$ cat src/rtl/shift_tx_ctrl.sv
// Paced word serializer sequencer for the universal shift register: load pulse, WIDTH shift
// strobes every DIV clocks, then a done pulse. Define SHIFT_TX_BUF_EN for a one-word holding buffer.
module shift_tx_ctrl #(
  parameter int unsigned WIDTH = 8,
  parameter int unsigned DIV   = 4
) (
  input  logic             clk,
  input  logic             rst,
  input  logic [WIDTH-1:0] in_data,
  input  logic             in_valid,
  output logic             in_ready,
  output logic [WIDTH-1:0] sh_par,
  output logic             sh_ld,
  output logic             sh_shift,
  output logic             busy,
  output logic             done
);

  localparam int unsigned BW = $clog2(WIDTH + 1);
  localparam int unsigned DW = (DIV > 1) ? $clog2(DIV) : 1;
  localparam logic [DW-1:0] DivMax = DW'(DIV - 1);
  localparam logic [BW-1:0] BitMax = BW'(WIDTH - 1);

  typedef enum logic [1:0] {StIdle, StLoad, StShift, StDone} state_e;

  state_e           state_q, state_d;
  logic [DW-1:0]    div_q, div_d;
  logic [BW-1:0]    bit_q, bit_d;
  logic [WIDTH-1:0] par_q, par_d;
  logic             strobe;
  logic             accept;

`ifdef SHIFT_TX_BUF_EN
  logic             buf_full_q, buf_full_d;
  logic [WIDTH-1:0] buf_q, buf_d;

  assign in_ready = !buf_full_q;
`else
  assign in_ready = (state_q == StIdle);
`endif

  assign accept = in_valid && in_ready;
  assign strobe = (state_q == StShift) && (div_q == DivMax);

  always_comb begin
    state_d = state_q;
    div_d   = div_q;
    bit_d   = bit_q;
    par_d   = par_q;
`ifdef SHIFT_TX_BUF_EN
    buf_full_d = buf_full_q;
    buf_d      = buf_q;
    // Words arriving while a word is in flight park in the buffer.
    if (accept && (state_q != StIdle)) begin
      buf_full_d = 1'b1;
      buf_d      = in_data;
    end
`endif
    case (state_q)
      StIdle: begin
`ifdef SHIFT_TX_BUF_EN
        if (buf_full_q) begin
          state_d    = StLoad;
          par_d      = buf_q;
          buf_full_d = 1'b0;
        end else if (accept) begin
          state_d = StLoad;
          par_d   = in_data;
        end
`else
        if (accept) begin
          state_d = StLoad;
          par_d   = in_data;
        end
`endif
      end
      StLoad: begin
        state_d = StShift;
        div_d   = '0;
        bit_d   = '0;
      end
      StShift: begin
        if (strobe) begin
          div_d = '0;
          bit_d = bit_q + 1'b1;
          if (bit_q == BitMax) state_d = StDone;
        end else begin
          div_d = div_q + 1'b1;
        end
      end
      StDone: begin
`ifdef SHIFT_TX_BUF_EN
        // Pop straight into the next load so back-to-back words skip IDLE.
        if (buf_full_q) begin
          state_d    = StLoad;
          par_d      = buf_q;
          buf_full_d = accept;
        end else begin
          state_d = StIdle;
        end
`else
        state_d = StIdle;
`endif
      end
      default: state_d = StIdle;
    endcase
  end

  always_ff @(posedge clk) begin
    if (rst) begin
      state_q <= StIdle;
      div_q   <= '0;
      bit_q   <= '0;
      par_q   <= '0;
`ifdef SHIFT_TX_BUF_EN
      buf_full_q <= 1'b0;
      buf_q      <= '0;
`endif
    end else begin
      state_q <= state_d;
      div_q   <= div_d;
      bit_q   <= bit_d;
      par_q   <= par_d;
`ifdef SHIFT_TX_BUF_EN
      buf_full_q <= buf_full_d;
      buf_q      <= buf_d;
`endif
    end
  end

  assign sh_par   = par_q;
  assign sh_ld    = (state_q == StLoad);
  assign sh_shift = strobe;
  assign busy     = (state_q != StIdle);
  assign done     = (state_q == StDone);

endmodule

$ cat config.mk
export PLATFORM = sky130hd
export DESIGN_NAME = shift_tx_ctrl
export DESIGN_NICKNAME = d
export VERILOG_FILES = /design/src/rtl/shift_tx_ctrl.sv
export SDC_FILE = /design/constraint.sdc
export NUM_CORES = 1
export LEC_CHECK = 0
export BUFFER_PORTS_ARGS = -buffer_cell sky130_fd_sc_hd__clkbuf_2
export CORE_AREA = 2 2 42 44
export CTS_CLUSTER_DIAMETER = 200
export CTS_CLUSTER_SIZE = 16
export DETAILED_ROUTE_END_ITERATION = 16
export DIE_AREA = 0 0 44 46
export GPL_TIMING_DRIVEN = 0
export PLACE_DENSITY = 0.76
export SETUP_SLACK_MARGIN = 0.02
export SLEW_MARGIN = 30
export SYNTH_ARGS = -nofsm -noshare
export SYNTH_HDL_FRONTEND = slang
export SYNTH_SLANG_ARGS = --single-unit
$ cat constraint.sdc
create_clock -name clk -period 2.1 [get_ports clk]
set_input_delay 0.21 -clock clk [delete_from_list [all_inputs] [get_ports clk]]
set_output_delay 0.21 -clock clk [all_outputs]
set_load 0.005 [all_outputs]
# [Yosys cells after proc, flatten, opt, wreduce, memory -nomap -nowiden]
# Index checks and enable logic that the tools add are counted.
[classes] reduce_logical=8 n_eq_ne=8 add_sub_neg=2 n_mux=8
[op_table] op="2-to-1 mux 2 bit" n=4
[op_table] op="case mux 2 bit (4 select lines)" n=1
[op_table] op="case mux 4 bit (2 select lines)" n=1
[op_table] op="equality test 2 bit, second input constant" n=3
[op_table] op="adder 4 x 1 -> 4 bit, second input constant" n=1
[op_table] op="equality test 4 x 3 -> 1 bit, second input constant" n=1
[op_table] op="2-to-1 mux 4 bit" n=1
[op_table] op="inequality test 2 x 1 -> 1 bit, second input constant" n=2
[op_table] op="case mux 2 bit (2 select lines)" n=1
[op_table] op="AND reduction 2 bit" n=2
[op_table] op="nonzero test 2 bit" n=2
[op_table] op="AND reduction 3 bit" n=1
[op_table] op="adder 2 x 1 -> 2 bit, second input constant" n=1
[op_table] op="equality test 2 x 1 -> 1 bit, second input constant" n=1
[op_table] op="logical AND 1 bit" n=2
[op_table] op="zero test 2 bit" n=1
[op_table] op="inequality test 2 bit, second input constant" n=1
[totals] reg_bits=16 out_inout_bits=13 inputBits=11 elab_cells=30

# [Depth between registers and ports, before layout]
# Gate-level depths: netlist of run 1.
[logic_depth] ltp_word=4 ltp_mapped=6 mapped_depth_nobuf=6

# [Worst setup path before layout of run 1]
# Ideal clock, no wire load.
[synth_path] path_type="register to register" startpoint="register state_q[0]" endpoint="register state_q[0]" slack_ps=715 t_arrival_ps=1300 path_stages_with_launch=6 period_less_slack_ps=1385 n_path_buf=0 t_required_ps=2014 path_cell_list="dfxtp_1 > inv_1 > ha_1 > nor2b_1 > a221o_1 > a211oi_1"
[synth_between] elab_chain_len=4 elab_cells_between_ends=11 cone_classes="eq/ne: 6; mux: 1; reduce/logical: 4"
[synth_rtl] item="start: declaration" line_no="26" text="state_e state_q, state_d;"
[synth_rtl] item="start signal: assignment" line_no="111" text="state_q <= StIdle;"
[synth_rtl] item="start signal: assignment" line_no="120" text="state_q <= state_d;"
[synth_rtl] item="equality test 2 bit / zero test 2 bit (equally long branches)" line_no="43, 59, 39"
[synth_rtl] item="logical AND 1 bit (on tied branches)" line_no="43, 42"
[synth_rtl] item="inequality test 2 bit (no source line) / inequality test 2 x 1 -> 1 bit (equally long branches)"
[synth_rtl] item="AND reduction 3 bit (no source line)"
# Parallel ways exist; a longest one is shown, timed or not.
# A chain may end at the register's enable or synchronous reset.

# [Worst setup path in the final report of run 1]
[layout_path] startpoint="register state_q[0]" endpoint="output port busy"
[layout_between] elab_chain_len=1
[layout_rtl] item="nonzero test 2 bit" line_no="134" text="assign busy = (state_q != StIdle);"
[layout_rtl] item="end: declaration" line_no="15" text="output logic busy,"
# No other way between the ends.

==> metrics.cfg, run 1 <==
[floorplan]
initial_utilization=0.4651
num_io_pins=24
dieHeight_microns=46
die_x_microns=44
design.core.area_sq_um=1614
num_rows=15
dieArea_sq_um=2024

[sta]
tightestPinTransition_ns=0.4228
slew_headroom=0.7181
hold_viol=0
final_setup_violation_count=0
setup_ws_ns=0.3589
setup-tns-final_ns=0
final-max-slew-violation-count=0
max_freq_ghz=0.5743
rsz0062_at_grt=false
clock-skew-final_ns=0.003942
layout_worst_path_cycle_share=0.8291
finalWorstPathRequiredPeriod_ns=1.741

[layout]
final_util=0.5659
synthesis_to_finish_area_growth_pct=21.67
mostFrequentLayoutCells=21 x clkbuf_2, 16 x dfxtp_1, 12 x a21oi_1
layout-drive-gt1-share=0.2321
num_antenna_cells=0
fillers=164
final_common_cell=clkbuf_2
num-nets-final=131

[worst_hold_path]
hp-class=input pin to flip-flop

[logic_synthesis]
sequential_share_of_the_synthesized_area=0.4267
synth_cell_types=19
syn_inst=87
synth.avg_cell_area_sq_um=8.629
mappedNetlistArea_sq_um=750.7
synth.net_count=105
postSynthRegisterBits=16
yosys_warnings=0

[clock_network]
cts_tree=built
post_cts_resized=0
clkSlewWorstSetupHoldPaths_ns=0.10
cts_max_level=1
cts-buffers-inserted=3
worst_skew_pair.late_latency_ns=0.28
cts.sinks=16
clk_root_buffer_cell=clkbuf_4
clockBufferDepth=2
ctsHoldBuffers=0
cts_post_setup_buffers_inserted=0

[global_routing]
gr-usage-all-layers=0.1591
antenna_violations_before_repair=0
grt_pass1_vias=561
globalRouteOverflowTotal=0
maximum_number_of_pins_on_one_net_before_global_route_repair=11
wire_length_of_the_first_global_routing_pass_microns=2346

[placed_design]
pre_cts_slack_ns=0.5600
buffer_ports.inserted=21
hpwlAfterDp_microns=1122
place_congestion=0.7427

[setup_path]
data_arrival_time_of_the_worst_path_ns=1.53
required_time_worst_endpoint_ns=1.89
timing.setup.critical_path_class=flip-flop to output port
setup.worst_path.end_class=output port
r2r_slack_ns=0.58
worstPathMaxFanout=10
cp-start-kind=flip-flop

[routing]
wire_per_inst_microns=11.25
ant_nets=0
routed_wl_microns=1451
vias=663
drtIter0Drc=6
vias_per_cell=5.140
drtPass1Iterations=4
drc=0

[flow_run]
timing.max_cap.violations=0

[pwr]
cellPowerDensity_nw_per_um2=1085
max-vdd-ir-drop_v=0.0004848
cellLeakagePower_nw=0.4142

[run_status]
run_status=finished, final reports clean

## registers in the layout (all words and copies together), names as in the netlist
signal   cells
bit_q        4
state_q      2
sh_par       8
div_q        2
## metrics by stage
step / cell area [sq um] / std cells / power (W) / hold WS [ns]
floorplan: 750.7 / 87 / 0.0006715 / 0.3575
global placement: 877.1 / 125 / 0.0007908 / 0.4434
detailed placement: 877.1 / 125 / 0.0008046 / 0.4491
CTS: 913.4 / 129 / 0.001004 / 0.1496
global route: 913.4 / 129 / 0.001077 / 0.1536
finish: 913.4 / 129 / 0.0009913 / 0.1532
## synth_stat cells
cell,n,share of area
nor2_1,2,0.010
mux2i_1,3,0.040
nand3_1,10,0.067
ha_1,7,0.12
nand2b_1,5,0.042
nor2b_1,2,0.017
nand3b_1,2,0.020
nand2_1,11,0.055
or3_1,2,0.017
inv_1,5,0.025
clkbuf_1,3,0.015
a22oi_1,1,0.010
a211oi_1,2,0.020
buf_4,1,0.010
a21oi_1,12,0.080
dfxtp_1,16,0.43
o211ai_1,1,0.010
a221o_1,1,0.013
o21ai_0,1,0.0067
## path summary, 6_finish.rpt
kind | start | endpoint | cells past startpoint
max | state_q[0] | busy | 5
min | in_data[2] | sh_par[2] | 3
max reg2reg | state_q[0] | state_q[0] | 5
min reg2reg | sh_par[0] | sh_par[0] | 2
## cell type report
cell class | count | area (sq um) | area share
multi-input cells | 62 | 392.9 | 0.4301
clock buffers | 4 | 36.28 | 0.03973
well taps | 17 | 21.27 | 0.02329
plain buffers | 4 | 18.77 | 0.02055
inverters | 5 | 18.77 | 0.02055
flip-flops and latches | 16 | 320.3 | 0.3507
repair buffers | 21 | 105.1 | 0.1151
## report_power, final
| group | switching [W] | leakage (nW) | internal (W) |
|---|---|---|---|
| registers | 0.0000321 | 0.130 | 0.000351 |
| logic | 0.000226 | 0.263 | 0.000179 |
| clock network | 0.0000970 | 0.0210 | 0.000105 |
| total | 0.000355 | 0.414 | 0.000636 |
## layer usage
metal | share of wire | track usage
met5 | 0 | 0
met4 | 0.019 | 0.09091
met1 | 0.45 | 0.2169
met3 | 0.041 | 0.02381
met2 | 0.49 | 0.2382
## cell families (layout without fill, tap and decap cells)
family | count (synthesis) | in the layout | share of synthesized area
buffers and inverters | 9 | 34 | 0.05001
AND/OR/NAND/NOR | 34 | 34 | 0.2267
AO/OA/AOI/OAI | 18 | 18 | 0.1400
multiplexers | 3 | 3 | 0.04000
adder cells (fa/ha/maj) | 7 | 7 | 0.1167
flip-flops | 16 | 16 | 0.4267
## worst max-delay path, stage by stage, from the launching register on
cell	delay [ns]
dfxtp_1	0.34
inv_1	0.12
ha_1	0.23
clkbuf_1	0.36
inv_1	0.08
clkbuf_2	0.12
(Power assumes the default switching activity.)
==> run 2: changes to the inputs <==
ABC_AREA = 1   (was not set)
CORE_AREA = 2 2 45 47   (was 2 2 42 44)
DIE_AREA = 0 0 47 49   (was 0 0 44 46)
PLACE_DENSITY = 0.7   (was 0.76)
clock period = 1.59 ns   (was 2.1 ns; I/O delays follow)
==> run 2 against run 1 <==
- count of clock-buffer cells in the layout is 1 lower
- die area is 14% higher
- worst hold slack worse by 0.091 ns
- final cell count is 19% higher
- non-clock buffer count is 1 lower
- clock skew is 0.00088 ns lower
- final area is 1.9% higher
- combinational power is 69% higher
- critical endpoint is now sh_shift
==> metrics.cfg, run 2 <==
[layout]
synthesis_to_finish_area_growth_pct=23.18
largest_register_ffs=8  ; unchanged
num-nets-final=147  ; +12%
area_occupied_by_multi_input_gates_sq_um=384.1  ; -2.2%
layout-drive-gt1-share=0.3071  ; +0.07494
final_cell_area_sq_um=930.9  ; +1.9%
fillers=194  ; +18%
final_util=0.5054  ; -0.06046
final-seq-area_sq_um=321.6  ; +0.39%
mostFrequentLayoutCells=24 x nor2_1, 24 x clkbuf_2, 15 x dfxtp_1
num_antenna_cells=0  ; unchanged

[logic_synthesis]
syn_inst=101  ; +16%
asyncSetResetFlopFracSynth=0  ; unchanged
synth_cell_types=17  ; -2
synth.top_cell.area_share=0.4238  ; -0.002826
netlist_top_cells_area=dfxtp_1 42%, nor2_1 12%, ha_1 12%
postSynthRegisterBits=16  ; unchanged
sequential_share_of_the_synthesized_area=0.4238  ; -0.002826
synth_ff_type=dfxtp_1
yosys_warnings=0  ; unchanged
mappedNetlistArea_sq_um=755.7  ; +0.67%
edff_count_synth=0  ; unchanged
yosys-top-cells-count=24 x nor2_1, 16 x dfxtp_1, 9 x nand2_1, 9 x o21ai_0, 8 x inv_1
synth.most_common_cell=nor2_1
synth.largest_area_cell=dfxtp_1
synth.avg_cell_area_sq_um=7.482  ; -13%
synth.net_count=119  ; +13%

[worst_hold_path]
hp-class=input pin to flip-flop

[sta]
slew_headroom=0.8564  ; +0.1382
timing.hold.ws_ns=0.06184  ; -0.09131 ns
setup-tns-final_ns=0  ; unchanged
hold_viol=0  ; unchanged
layout_worst_path_cycle_share=0.9032
clock-skew-final_ns=0.003058  ; -0.0008838 ns
rsz0062_at_grt=false
setup_ws_ns=0.1540  ; -0.2049 ns
max_freq_ghz=0.6964
final-max-slew-violation-count=0  ; unchanged
tightestPinTransition_ns=0.2135  ; -0.2093 ns
final_setup_violation_count=0  ; unchanged
finalWorstPathRequiredPeriod_ns=1.436

[placed_design]
place_congestion=0.8110  ; +9.2%
detailed_place.area_sq_um=904.6  ; +3.1%
hpwlAfterDp_microns=1124  ; +0.18%
buffer_ports.inserted=23  ; +9.5%
pre_cts_slack_ns=0.3168  ; -0.2431 ns

[clock_network]
ctsHoldBuffers=0  ; unchanged
clk_root_buffer_cell=clkbuf_4
cts_tree=built
clkSlewWorstSetupHoldPaths_ns=0.08  ; -0.02 ns
cts_max_level=1  ; unchanged
clockBufferDepth=2  ; unchanged
cts.sinks=16  ; unchanged
worst_skew_pair.late_latency_ns=0.27  ; about the same
cts_post_setup_buffers_inserted=0  ; unchanged
cts-buffers-inserted=3  ; unchanged

[pwr]
cellLeakagePower_nw=0.4597  ; +11%
cellPowerDensity_nw_per_um2=1554  ; +43%
max-vdd-ir-drop_v=0.0008393  ; +73%

[floorplan]
die_x_microns=47  ; +6.8%
num_rows=16  ; +1
dieArea_sq_um=2303  ; +14%
design.core.area_sq_um=1842  ; +14%
num_io_pins=24  ; unchanged
dieHeight_microns=49  ; +6.5%
initial_utilization=0.4103  ; -0.05479

[setup_path]
data_arrival_time_of_the_worst_path_ns=1.28  ; -0.25 ns
worstPathMaxFanout=6  ; -4
cp-start-kind=flip-flop
setup.worst_path.end_class=output port
max_stage_delay_ns=0.36  ; about the same
timing.setup.critical_path_class=flip-flop to output port
critPathBufInv=3  ; -1
critical-path-top-delay-family=flip-flops
path_cells=inv_1 -> ha_2 -> nand2_2 -> clkinv_1 -> clkbuf_2
cpMaxStageDelayCell=dfxtp_2
required_time_worst_endpoint_ns=1.43  ; -0.46 ns

[global_routing]
gr-usage-all-layers=0.1265  ; -0.03255
grt_pass1_vias=545  ; -2.9%
globalRouteOverflowTotal=0  ; unchanged
wire_length_of_the_first_global_routing_pass_microns=2145  ; -8.6%
maximum_number_of_pins_on_one_net_before_global_route_repair=11  ; unchanged
antenna_violations_before_repair=0  ; unchanged

[routing]
wire_per_inst_microns=9.013  ; -20%
drc=0  ; unchanged
drtPass1Iterations=4  ; unchanged
routed_wl_microns=1388  ; -4.3%
vias=699  ; +5.4%
drtIter0Drc=12  ; +6
ant_nets=0  ; unchanged
vias_per_cell=4.539  ; -12%

[run_status]
run_status=finished, final reports clean

[flow_run]
timing.max_cap.violations=0  ; unchanged

==> run 2: per-stage QoR <==
step / power, W / instances
2_1_floorplan: 0.001052 / 101
3_3_place_gp: 0.001245 / 151
3_5_place_dp: 0.001265 / 151
4_1_cts: 0.001473 / 154
5_1_grt: 0.001595 / 154
6_report: 0.001447 / 154
==> run 2: layer usage <==
| metal | wire [microns] | GRT usage |
|---|---|---|
| met5 | 0 | 0 |
| met4 | 13 | 0.05556 |
| met3 | 116 | 0.03333 |
| met2 | 653 | 0.1986 |
| met1 | 604 | 0.1568 |
==> run 2: area by class of cell <==
class | instances | share of cell area
Sequential cell | 16 | 0.3454
Timing Repair Buffer | 23 | 0.1237
Tap cell | 27 | 0.03629
Multi-Input combinational cell | 71 | 0.4126
Clock buffer | 3 | 0.02419
Buffer | 1 | 0.005376
Inverter | 13 | 0.05242
==> run 2: worst paths after layout <==
check              endpoint  slack (ns)  cells after the start  startpoint
setup / recovery   sh_shift        0.15                      5  state_q[0]
hold / removal     bit_q[1]        0.06                      2         rst
setup reg to reg  sh_par[0]        0.34                      6  state_q[1]
hold reg to reg    bit_q[1]        0.49                      2    bit_q[1]
==> run 2: kinds of logic (layout without fill, tap and decap cells) <==
group	after synthesis	in the layout	share of synthesized area
AO/OA/AOI/OAI	21	21	0.1523
adder cells (fa/ha/maj)	7	7	0.1159
buffers and inverters	14	40	0.07118
flip-flops	16	16	0.4238
AND/OR/NAND/NOR	43	43	0.2367
==> run 2: worst register-to-register path, stage by stage, from the launching register on <==
cell and delay (ns):
dfxtp_1 0.42, inv_1 0.08, ha_1 0.24, nand2_2 0.16, inv_2 0.10, nor2_1 0.10
nor2_1 0.05
==> run 2: timing repair <==
action | in CTS | in global routing
pin swaps | 0 | 0
resized for setup | 1 | 1
endpoints found under the setup margin | 1 | 1
==> run 2: report_power, final <==
part	leakage, nW	total [W]	internal [W]	switching (W)
clock	0.0138	0.000196	0.0000875	0.000109
sequential	0.132	0.000566	0.000501	0.0000650
combinational	0.314	0.000685	0.000279	0.000406
total	0.460	0.00145	0.000867	0.000580
==> run 3: changes to the inputs <==
CTS_BUF_LIST = sky130_fd_sc_hd__clkbuf_4 sky130_fd_sc_hd__clkbuf_8 sky130_fd_sc_hd__clkbuf_16   (was not set)
REMOVE_ABC_BUFFERS = 1   (was not set)
==> run 3 against run 2 <==
- first-iteration DRC count shrank 33%
- die area is the same
- via count grew 1.0%
- largest power group unchanged
==> metrics.cfg, run 3 (synthesized netlist as in run 2, its figures left out) <==
[run_status]
run_status=finished, final reports clean

[layout]
mostFrequentLayoutCells=24 x nor2_1, 23 x clkbuf_2, 15 x dfxtp_1
largest_register_ffs=8  ; unchanged
final_common_cell=nor2_1
layout-drive-gt1-share=0.3071  ; unchanged
synthesis_to_finish_area_growth_pct=24.34
num-nets-final=146  ; -0.68%
fillers=197  ; +1.5%
final_util=0.5102  ; +0.004755
num_antenna_cells=0  ; unchanged

[sta]
clock-skew-final_ns=0.005010  ; +0.001952 ns
setup_ws_ns=0.1262  ; -0.02778 ns
max_freq_ghz=0.6831  ; -1.9%
slew_headroom=0.7492  ; -0.1072
final_setup_violation_count=0  ; unchanged
finalWorstPathRequiredPeriod_ns=1.464  ; +0.02778 ns
layout_worst_path_cycle_share=0.9206  ; +0.01747
tightestPinTransition_ns=0.3758  ; +0.1623 ns
setup-tns-final_ns=0  ; unchanged
timing.hold.ws_ns=0.04525  ; -0.01659 ns
final-max-slew-violation-count=0  ; unchanged
hold_viol=0  ; unchanged
rsz0062_at_grt=false

[floorplan]
dieHeight_microns=49  ; unchanged
design.core.area_sq_um=1842  ; unchanged
dieArea_sq_um=2303  ; unchanged
num_io_pins=24  ; unchanged
num_rows=16  ; unchanged
die_x_microns=47  ; unchanged
initial_utilization=0.4103  ; unchanged

[placed_design]
hpwlAfterDp_microns=1097  ; -2.4%
pre_cts_slack_ns=0.2997  ; -0.01712 ns
place_congestion=0.7352  ; -9.3%
buffer_ports.inserted=23  ; unchanged

[global_routing]
wire_length_of_the_first_global_routing_pass_microns=2228  ; +3.9%
grt_pass1_vias=587  ; +7.7%
gr-usage-all-layers=0.1327  ; +0.006149
maximum_number_of_pins_on_one_net_before_global_route_repair=15  ; +4
antenna_violations_before_repair=0  ; unchanged
globalRouteOverflowTotal=0  ; unchanged

[setup_path]
required_time_worst_endpoint_ns=1.43  ; about the same
reg2reg_from=state_q[1]
worstPathMaxFanout=6  ; unchanged
endpoint=sh_shift
r2r_slack_ns=0.33  ; about the same
data_arrival_time_of_the_worst_path_ns=1.30  ; +0.02 ns
setup.worst_path.end_class=output port
crit-reg2reg-capture=state_q[0]
cp-start-kind=flip-flop
worst_r2r_path_depth=8  ; +2
critical_path.startpoint=state_q[0]
timing.setup.critical_path_class=flip-flop to output port

[routing]
vias_per_cell=4.584  ; +1.0%
drtIter0Drc=8  ; -4
wire_per_inst_microns=9.240  ; +2.5%
drtPass1Iterations=4  ; unchanged
drc=0  ; unchanged
ant_nets=0  ; unchanged
vias=706  ; +1.0%
routed_wl_microns=1423  ; +2.5%

[clock_network]
clockBufferDepth=2  ; unchanged
cts.sinks=16  ; unchanged
clk_root_buffer_cell=clkbuf_4
cts_max_level=1  ; unchanged
clkSlewWorstSetupHoldPaths_ns=0.09  ; about the same
cts-buffers-inserted=3  ; unchanged
cts_post_setup_buffers_inserted=0  ; unchanged
worst_skew_pair.late_latency_ns=0.29  ; +0.02 ns
cts_tree=built

[worst_hold_path]
hp-class=input pin to flip-flop
min_path_cells=2  ; unchanged

[pwr]
netSwitchingFraction=0.3969  ; -0.003681
power_report.internal_total_w=0.0009187  ; +5.9%
p_total_w=0.001523  ; +5.3%
seqPwrFrac=0.372  ; -0.019
clockPowerShare=0.177  ; +0.041
cellPowerDensity_nw_per_um2=1621  ; +4.3%
max-vdd-ir-drop_v=0.0008815  ; +5.0%
power.share.combinational=0.451  ; -0.022
cellLeakagePower_nw=0.4628  ; +0.66%
power.net_switching_w=0.0006046  ; +4.3%

[flow_run]
timing.max_cap.violations=0  ; unchanged

[run 3: critical path, cell delays in order, from the launching register on]
cell and delay, ns:
dfxtp_2 0.37, inv_1 0.08, ha_2 0.23, nand2_2 0.11, clkinv_1 0.10, clkbuf_2 0.12
[run 3: worst min path at each step]
stage,startpoint,to
after floorplan,rst,bit_q[1]
after global placement,rst,bit_q[1]
after detailed placement,rst,bit_q[1]
after CTS,rst,bit_q[1]
after global routing,rst,bit_q[1]
final,rst,bit_q[1]
[run 3: what timing repair did]
item                                   4_1_cts  5_1_grt
hold buffers                                 0        0
endpoints found under the hold margin        0        0
setup endpoints to repair                    1        1
gates resized for setup                      1        1
[run 3: routing by layer]
layer / global-route usage / wire [microns]
met5: 0 / 0
met2: 0.2123 / 653
met4: 0.08333 / 38
met1: 0.1490 / 647
met3: 0.03333 / 84
[run 3: stage by stage]
stage          std cells  cell area [sq um]
6_report             154              939.7
5_1_grt              154              939.7
4_1_cts              154              938.4
3_5_place_dp         150              899.6
3_3_place_gp         150              899.6
2_1_floorplan        100              750.7
[run 3: area by class of cell]
class	instances	area, sq um	area share
tap	27	33.78	0.03595
multi-input combinational	71	384.1	0.4088
clock buffer	4	36.28	0.03862
inverter	13	48.80	0.05193
sequential	16	321.6	0.3422
timing repair buffer	23	115.1	0.1225
[run 3: power groups by stage]
stage,Clock [W],Combinational (W),Sequential (W)
after floorplan,0,0.000484,0.000568
after global placement,0,0.000675,0.000568
after detailed placement,0,0.000690,0.000572
after CTS,0.000287,0.000693,0.000564
after global routing,0.000310,0.000789,0.000583
final,0.000269,0.000687,0.000567
